`src/rtl/cpu_pkg.sv`:
```
// Shared types and constants for the ID/EX operand stage.
package cpu_pkg;

  localparam int unsigned XLEN       = 64;
  localparam int unsigned REG_AW     = 5;
  localparam int unsigned CTRL_W_DEF = 16;

  localparam logic [REG_AW-1:0] XZR = 5'd31;

  typedef enum logic [1:0] {
    FWD_NONE  = 2'd0,
    FWD_EXMEM = 2'd1,
    FWD_MEMWB = 2'd2
  } fwd_sel_e;

  // Last instruction handed to EX, kept for MEM/WB forwarding tags.
  typedef struct packed {
    logic              valid;
    logic [REG_AW-1:0] rd;
    logic              reg_write;
  } hist_t;

  // A producer feeds a source only when it really writes that register; XZR never forwards.
  function automatic logic prod_match(input logic              valid,
                                      input logic              reg_write,
                                      input logic [REG_AW-1:0] rd,
                                      input logic [REG_AW-1:0] rs);
    return valid && reg_write && (rd == rs) && (rs != XZR);
  endfunction

endpackage

```
`src/rtl/operand_fwd_mux.sv`:
```
// Per-operand priority select: output register > history > MEM port > WB port > regfile.
// WB_BYPASS_EN: when defined, a WB match bypasses wb data instead of stalling.
module operand_fwd_mux
  import cpu_pkg::*;
(
  input  logic [REG_AW-1:0] i_rs,
  input  logic [XLEN-1:0]   i_rf_data,
  input  logic              i_a_valid,
  input  logic [REG_AW-1:0] i_a_rd,
  input  logic              i_a_reg_write,
  input  logic              i_a_mem_read,
  input  logic              i_b_valid,
  input  logic [REG_AW-1:0] i_b_rd,
  input  logic              i_b_reg_write,
  input  logic              i_c_valid,
  input  logic [REG_AW-1:0] i_c_rd,
  input  logic [XLEN-1:0]   i_c_data,
  input  logic              i_d_valid,
  input  logic [REG_AW-1:0] i_d_rd,
`ifdef WB_BYPASS_EN
  input  logic [XLEN-1:0]   i_d_data,
`endif
  output logic [XLEN-1:0]   o_op,
  output fwd_sel_e          o_tag,
  output logic              o_hazard
);

  always_comb begin
    o_op     = i_rf_data;
    o_tag    = FWD_NONE;
    o_hazard = 1'b0;
    if (i_rs == XZR) begin
      o_op = '0;
    end else if (prod_match(i_a_valid, i_a_reg_write, i_a_rd, i_rs)) begin
      // A load in the output register has no data yet: hold decode for one bubble.
      if (i_a_mem_read) begin
        o_hazard = 1'b1;
      end else begin
        o_tag = FWD_EXMEM;
      end
    end else if (prod_match(i_b_valid, i_b_reg_write, i_b_rd, i_rs)) begin
      o_tag = FWD_MEMWB;
    end else if (prod_match(i_c_valid, 1'b1, i_c_rd, i_rs)) begin
      o_op = i_c_data;
    end else if (prod_match(i_d_valid, 1'b1, i_d_rd, i_rs)) begin
`ifdef WB_BYPASS_EN
      o_op = i_d_data;
`else
      o_hazard = 1'b1;
`endif
    end
  end

endmodule

```
`src/rtl/id_ex_operand_stage.sv`:
```
// ID/EX operand stage: resolves source operands and forwarding tags, registers them toward EX.
// WB_BYPASS_EN: when defined, same-edge WB writes are bypassed; otherwise they cost one stall.
module id_ex_operand_stage
  import cpu_pkg::*;
#(
  parameter int unsigned CTRL_W = CTRL_W_DEF
) (
  input  logic              clk,
  input  logic              rst_n,
  input  logic              flush,
  input  logic              in_valid,
  output logic              in_ready,
  input  logic [REG_AW-1:0] in_rs1,
  input  logic [REG_AW-1:0] in_rs2,
  input  logic [REG_AW-1:0] in_rd,
  input  logic              in_reg_write,
  input  logic              in_mem_read,
  input  logic [CTRL_W-1:0] in_ctrl,
  input  logic [XLEN-1:0]   rf_data1,
  input  logic [XLEN-1:0]   rf_data2,
  input  logic              mem_fwd_valid,
  input  logic [REG_AW-1:0] mem_fwd_rd,
  input  logic [XLEN-1:0]   mem_fwd_data,
  input  logic              wb_valid,
  input  logic [REG_AW-1:0] wb_rd,
  input  logic [XLEN-1:0]   wb_data,
  output logic              out_valid,
  input  logic              out_ready,
  output logic [XLEN-1:0]   out_op1,
  output logic [XLEN-1:0]   out_op2,
  output fwd_sel_e          out_fwd1,
  output fwd_sel_e          out_fwd2,
  output logic [REG_AW-1:0] out_rd,
  output logic              out_reg_write,
  output logic              out_mem_read,
  output logic [CTRL_W-1:0] out_ctrl
);

  logic              r_valid;
  logic [XLEN-1:0]   r_op1;
  logic [XLEN-1:0]   r_op2;
  fwd_sel_e          r_fwd1;
  fwd_sel_e          r_fwd2;
  logic [REG_AW-1:0] r_rd;
  logic              r_reg_write;
  logic              r_mem_read;
  logic [CTRL_W-1:0] r_ctrl;
  hist_t             r_hist;

  logic [XLEN-1:0]   w_op1;
  logic [XLEN-1:0]   w_op2;
  fwd_sel_e          w_tag1;
  fwd_sel_e          w_tag2;
  logic              w_hz1;
  logic              w_hz2;
  logic              w_hazard;
  logic              w_in_ready;
  logic              w_accept;

`ifndef WB_BYPASS_EN
  logic              w_unused_wb;
  assign w_unused_wb = ^wb_data;
`endif

  operand_fwd_mux u_fwd1 (
    .i_rs          (in_rs1),
    .i_rf_data     (rf_data1),
    .i_a_valid     (r_valid),
    .i_a_rd        (r_rd),
    .i_a_reg_write (r_reg_write),
    .i_a_mem_read  (r_mem_read),
    .i_b_valid     (r_hist.valid),
    .i_b_rd        (r_hist.rd),
    .i_b_reg_write (r_hist.reg_write),
    .i_c_valid     (mem_fwd_valid),
    .i_c_rd        (mem_fwd_rd),
    .i_c_data      (mem_fwd_data),
    .i_d_valid     (wb_valid),
    .i_d_rd        (wb_rd),
`ifdef WB_BYPASS_EN
    .i_d_data      (wb_data),
`endif
    .o_op          (w_op1),
    .o_tag         (w_tag1),
    .o_hazard      (w_hz1)
  );

  operand_fwd_mux u_fwd2 (
    .i_rs          (in_rs2),
    .i_rf_data     (rf_data2),
    .i_a_valid     (r_valid),
    .i_a_rd        (r_rd),
    .i_a_reg_write (r_reg_write),
    .i_a_mem_read  (r_mem_read),
    .i_b_valid     (r_hist.valid),
    .i_b_rd        (r_hist.rd),
    .i_b_reg_write (r_hist.reg_write),
    .i_c_valid     (mem_fwd_valid),
    .i_c_rd        (mem_fwd_rd),
    .i_c_data      (mem_fwd_data),
    .i_d_valid     (wb_valid),
    .i_d_rd        (wb_rd),
`ifdef WB_BYPASS_EN
    .i_d_data      (wb_data),
`endif
    .o_op          (w_op2),
    .o_tag         (w_tag2),
    .o_hazard      (w_hz2)
  );

  assign w_hazard   = w_hz1 | w_hz2;
  assign w_in_ready = (!r_valid || out_ready) && !w_hazard;
  assign w_accept   = in_valid && w_in_ready && !flush;

  // Output register: bubble on fire without accept, hold while EX back-pressures.
  always_ff @(posedge clk or negedge rst_n) begin
    if (!rst_n) begin
      r_valid     <= 1'b0;
      r_op1       <= '0;
      r_op2       <= '0;
      r_fwd1      <= FWD_NONE;
      r_fwd2      <= FWD_NONE;
      r_rd        <= '0;
      r_reg_write <= 1'b0;
      r_mem_read  <= 1'b0;
      r_ctrl      <= '0;
    end else begin
      if (flush) begin
        r_valid <= 1'b0;
      end else if (w_accept) begin
        r_valid <= 1'b1;
      end else if (out_ready) begin
        r_valid <= 1'b0;
      end
      if (w_accept) begin
        r_op1       <= w_op1;
        r_op2       <= w_op2;
        r_fwd1      <= w_tag1;
        r_fwd2      <= w_tag2;
        r_rd        <= in_rd;
        r_reg_write <= in_reg_write;
        r_mem_read  <= in_mem_read;
        r_ctrl      <= in_ctrl;
      end
    end
  end

  // History follows the output register whenever EX advances.
  always_ff @(posedge clk or negedge rst_n) begin
    if (!rst_n) begin
      r_hist <= '0;
    end else if (out_ready) begin
      r_hist.valid     <= r_valid;
      r_hist.rd        <= r_rd;
      r_hist.reg_write <= r_reg_write;
    end
  end

  assign in_ready      = w_in_ready;
  assign out_valid     = r_valid;
  assign out_op1       = r_op1;
  assign out_op2       = r_op2;
  assign out_fwd1      = r_fwd1;
  assign out_fwd2      = r_fwd2;
  assign out_rd        = r_rd;
  assign out_reg_write = r_reg_write;
  assign out_mem_read  = r_mem_read;
  assign out_ctrl      = r_ctrl;

endmodule

```
`config.mk`:
```
export PLATFORM = sky130hd
export DESIGN_NAME = id_ex_operand_stage
export DESIGN_NICKNAME = d
export VERILOG_FILES = /design/src/rtl/cpu_pkg.sv /design/src/rtl/operand_fwd_mux.sv /design/src/rtl/id_ex_operand_stage.sv
export SDC_FILE = /design/constraint.sdc
export NUM_CORES = 1
export LEC_CHECK = 0
export ABC_CLOCK_PERIOD_IN_PS = 3400
export CAP_MARGIN = 10
export CORE_AREA = 10 10 172 174
export CTS_CLUSTER_SIZE = 10
export DETAILED_ROUTE_END_ITERATION = 8
export DIE_AREA = 0 0 182 184
export HOLD_SLACK_MARGIN = 0.15
export PLACE_DENSITY = 0.72
export SLEW_MARGIN = 20
export SYNTH_ARGS = -nofsm -noshare
export SYNTH_HDL_FRONTEND = slang
export SYNTH_SLANG_ARGS = --single-unit
```
`constraint.sdc`:
```
create_clock -name clk -period 3.4 [get_ports clk]
set_clock_uncertainty 0.15 [all_clocks]
set_input_delay 0.34 -clock clk [delete_from_list [all_inputs] [get_ports clk]]
set_output_delay 0.34 -clock clk [all_outputs]
set_load 0.02 [all_outputs]
```
==> key figures <==
Clock network
  – Clock root cell: clkbuf_16
  – Clock transition at path regs: about 70 ps
  – Largest buffer count on any clock path: 2
  – Buffer count from post-CTS setup fixing: 0
  – Clock sinks: around 160
  – Worst-Skew Late Latency: approximately 420 ps
  – # H-tree levels: 4
  – CTS tree: built
  – Total CTS buffers: 17

Worst setup path
  – Worst r2r src: out_valid$_DFFE_PN0P_
  – Slowest-stage cell, CP: clkdlybuf4s50_1
  – Worst-path fanout max: 6
  – WS Path Type: primary input to output port
  – R2R Setup Slk: between 500 and 600 ps
  – Reg-to-Reg End: out_op2[24]$_DFFE_PN0P_
  – Req. time, crit path: 2910 ps
  – Crit-path max cell delay: between 500 and 600 ps
  – WP buf/inv: 2
  – Crit-path leading delay family: simple AND/OR/NAND/NOR gates
  – CP arrival: roughly 2700 ps
  – CP Cell Sequence: clkdlybuf4s50_1, xor2_1, nor4_2, nand3_1, or4b_1, a21oi_2, nor3_1, dlygate4sd2_1
  – Startpoint Class: primary input
  – Reg2reg path depth: 9
  – Worst Setup End Kind: output port

GRT
  – M3 GR Usage: 0.0591
  – First-pass GRT wire length: between 50000 and 60000 um
  – Largest net degree at the start of global routing: 75
  – GR Util met2: 0.334
  – Met1 usage: 0.221
  – Total Routing Usage GR: 0.192
  – Total congestion overflow: 0
  – Initial antenna violation count: 2
  – Vias in the first global route: 8360
  – Gr busiest metal: met2

Pwr
  – LEAKAGE: just over 0.006 uW
  – Peak supply drop: slightly above 300 uV
  – PwrDens: between 400 and 500 nW/um^2
  – Overall Power: 7200 uW

Timing
  – Hold violation total from the final report: 0
  – RSZ-0062 raised after global routing: false
  – Slew HR: 0.576
  – TNS Setup: 0 ps
  – Post-route worst setup slack: 174 ps
  – Slew @ Worst Pin: 636 ps
  – Tcrit/Tclk final: 0.949
  – Tmin final: approximately 3200 ps
  – Pins Over Slew Limit: 0
  – Max frequency: 310 MHz
  – Final Setup Violations: 0

Floorplanning
  – Starting Density: 0.354
  – Core area: 25900 sq um
  – Die height: between 150 and 200 um
  – Chip Width: 182 um
  – DIE AREA: 33500 sq um
  – Row count: 59
  – I/O pin total: between 400 and 500

Route
  – DR WL/cell: about 21 um
  – Final ANT Viol Nets: 0
  – First DRT Iteration DRCs: between 300 and 400
  – Pre-antenna DRT Iters: 4
  – Total wire length: approximately 33000 um
  – # DRC: 0
  – Via count: between 7000 and 8000
  – Vias per inst: between 4 and 5

Yosys
  – Post-synth EDFFs: 0
  – Mapped cell area: roughly 9000 sq um
  – Register area share after synthesis: 0.444
  – Top cell type's share of synthesized area: 0.444
  – Syn_nets: about 1100
  – Area contributors post-synth: dfrtp_1 44%, mux2_4 25%, mux2i_1 7.0%, nand2_1 5.4%, a21oi_1 3.5%
  – Fraction of registers with async set/reset: 1.00
  – Synthesized instance count: a little under 800
  – Primary FF master, synth: dfrtp_1
  – Syn avg cell area: 11.5 sq um
  – Largest area contributor in the netlist: dfrtp_1
  – Post-synth cell types: 33
  – Synth Register Bits: approximately 160
  – Yosys warning count: 0
  – Most numerous cell in the Yosys netlist: dfrtp_1
  – Synth cell count leaders: 163 x dfrtp_1, 150 x mux2_4, 133 x nand2_1

Placement
  – HPWL Detailed: 26000 um
  – Placed Area: approximately 14000 sq um
  – Pre-CTS setup slack: -93.2 ps
  – PortBufs: roughly 400
  – Routability congestion estimate: around 0.83

Final layout
  – Area Growth Syn to Fin: 58.5%
  – Layout cells sized above 1: 0.217
  – Nets: ~1500
  – Final Util: 0.561
  – Design area: about 15000 sq um
  – Fillers: roughly 2200

Run
  – Max-cap violations: 0

Hold path
  – HP Class: primary input to async pin

Status
  – Outcome: completed
worst reg2reg max path, cell delays in order, from the launching register on:
cell       delay [ps]
dfrtp_1           420
nand2_1           120
a2111oi_1         440
and4b_1           280
or4b_1            140
a21oi_2            80
nor3_4            320
buf_12            230
buf_4             240
mux2_4            320
registers in the layout (all words and copies together) (netlist names):
signal	count
out_reg_write	1
out_valid	1
out_mem_read	1
out_fwd1	2
out_op2	64
out_rd	5
out_fwd2	2
out_op1	64
out_ctrl	16
r_hist	7
layout make-up:
cell class / count / area, sq um / area share
antenna: 1 / 2.50 / 0.000172
clock buffer: 17 / 425 / 0.0293
clock inverter: 14 / 161 / 0.0111
inverter: 5 / 18.8 / 0.00129
multi-input combinational: 567 / 4730 / 0.325
sequential: 163 / 4080 / 0.280
tap: 335 / 419 / 0.0288
timing repair buffer: 462 / 4700 / 0.323
metal layers:
| metal | wire length (um) | part of all wire |
|---|---|---|
| met1 | 13400 | 0.40 |
| met2 | 17000 | 0.51 |
| met4 | 764 | 0.023 |
| met3 | 2280 | 0.068 |
| met5 | 13 | 0.00039 |
layout by cell type, fill, tap and decap left out, types with 2 or more instances in the layout:
master and n:
a21oi_1 64, buf_4 44, clkbuf_16 17, nor2_1 68
nand4_1 6, nand2_1 133, inv_6 5, nor2b_1 5
mux2_4 150, xnor2_1 20, mux2_2 12, inv_8 5
clkdlybuf4s50_1 396, xor2_1 17, or4_1 2, nor4_1 5
nand3_1 3, mux2i_1 64, inv_1 5, dfrtp_1 163
a21oi_2 2, nor2_4 2, clkinvlp_4 2, buf_12 19
how the worst max path moves through the flow:
stage                     startpoint  slack [ps]  cells after the start                       to
2_1_floorplan  out_valid$_DFFE_PN0P_         760                      9  out_ctrl[0]$_DFFE_PN0P_
3_3_place_gp               in_rs1[1]         -70                      8                 in_ready
4_1_cts                    in_rs1[1]         140                      8                 in_ready
6_report                   in_rs1[1]         170                      8                 in_ready
5_1_grt                    in_rs1[1]          30                      8                 in_ready
3_5_place_dp               in_rs1[1]         -90                      8                 in_ready
stage by stage:
stage	instances	hold slack, ps
after global placement	1531	211
after floorplan	796	-106
final	1564	285
after CTS	1563	299
after global routing	1564	334
after detailed placement	1531	205
power breakdown:
group          internal (uW)  leakage [uW]  switching (uW)
combinational           1530       0.00396            1130
clock                   1050      0.000284             896
sequential              2330       0.00194             262
what timing repair did:
| item | in CTS | in global routing |
|---|---|---|
| pin swaps | 0 | 0 |
| hold endpoints to repair | 56 | 0 |
| setup endpoints to repair | 1 | 1 |
| cloned | 0 | 0 |
| gates resized for setup | 1 | 2 |
| hold buffers | 1 | 0 |
kinds of logic (layout without fill, tap and decap cells):
logic type	after synthesis	after routing	share of synthesized area
AOI/OAI and AO/OA	69	69	0.0398
xor gates and xnor gates	37	37	0.0353
buffers and inverters	66	498	0.0440
DFF	163	163	0.444
muxes	226	226	0.330
other	0	1	0
and+or+nand+nor	235	235	0.106
Power figures use the tool's default switching activity.
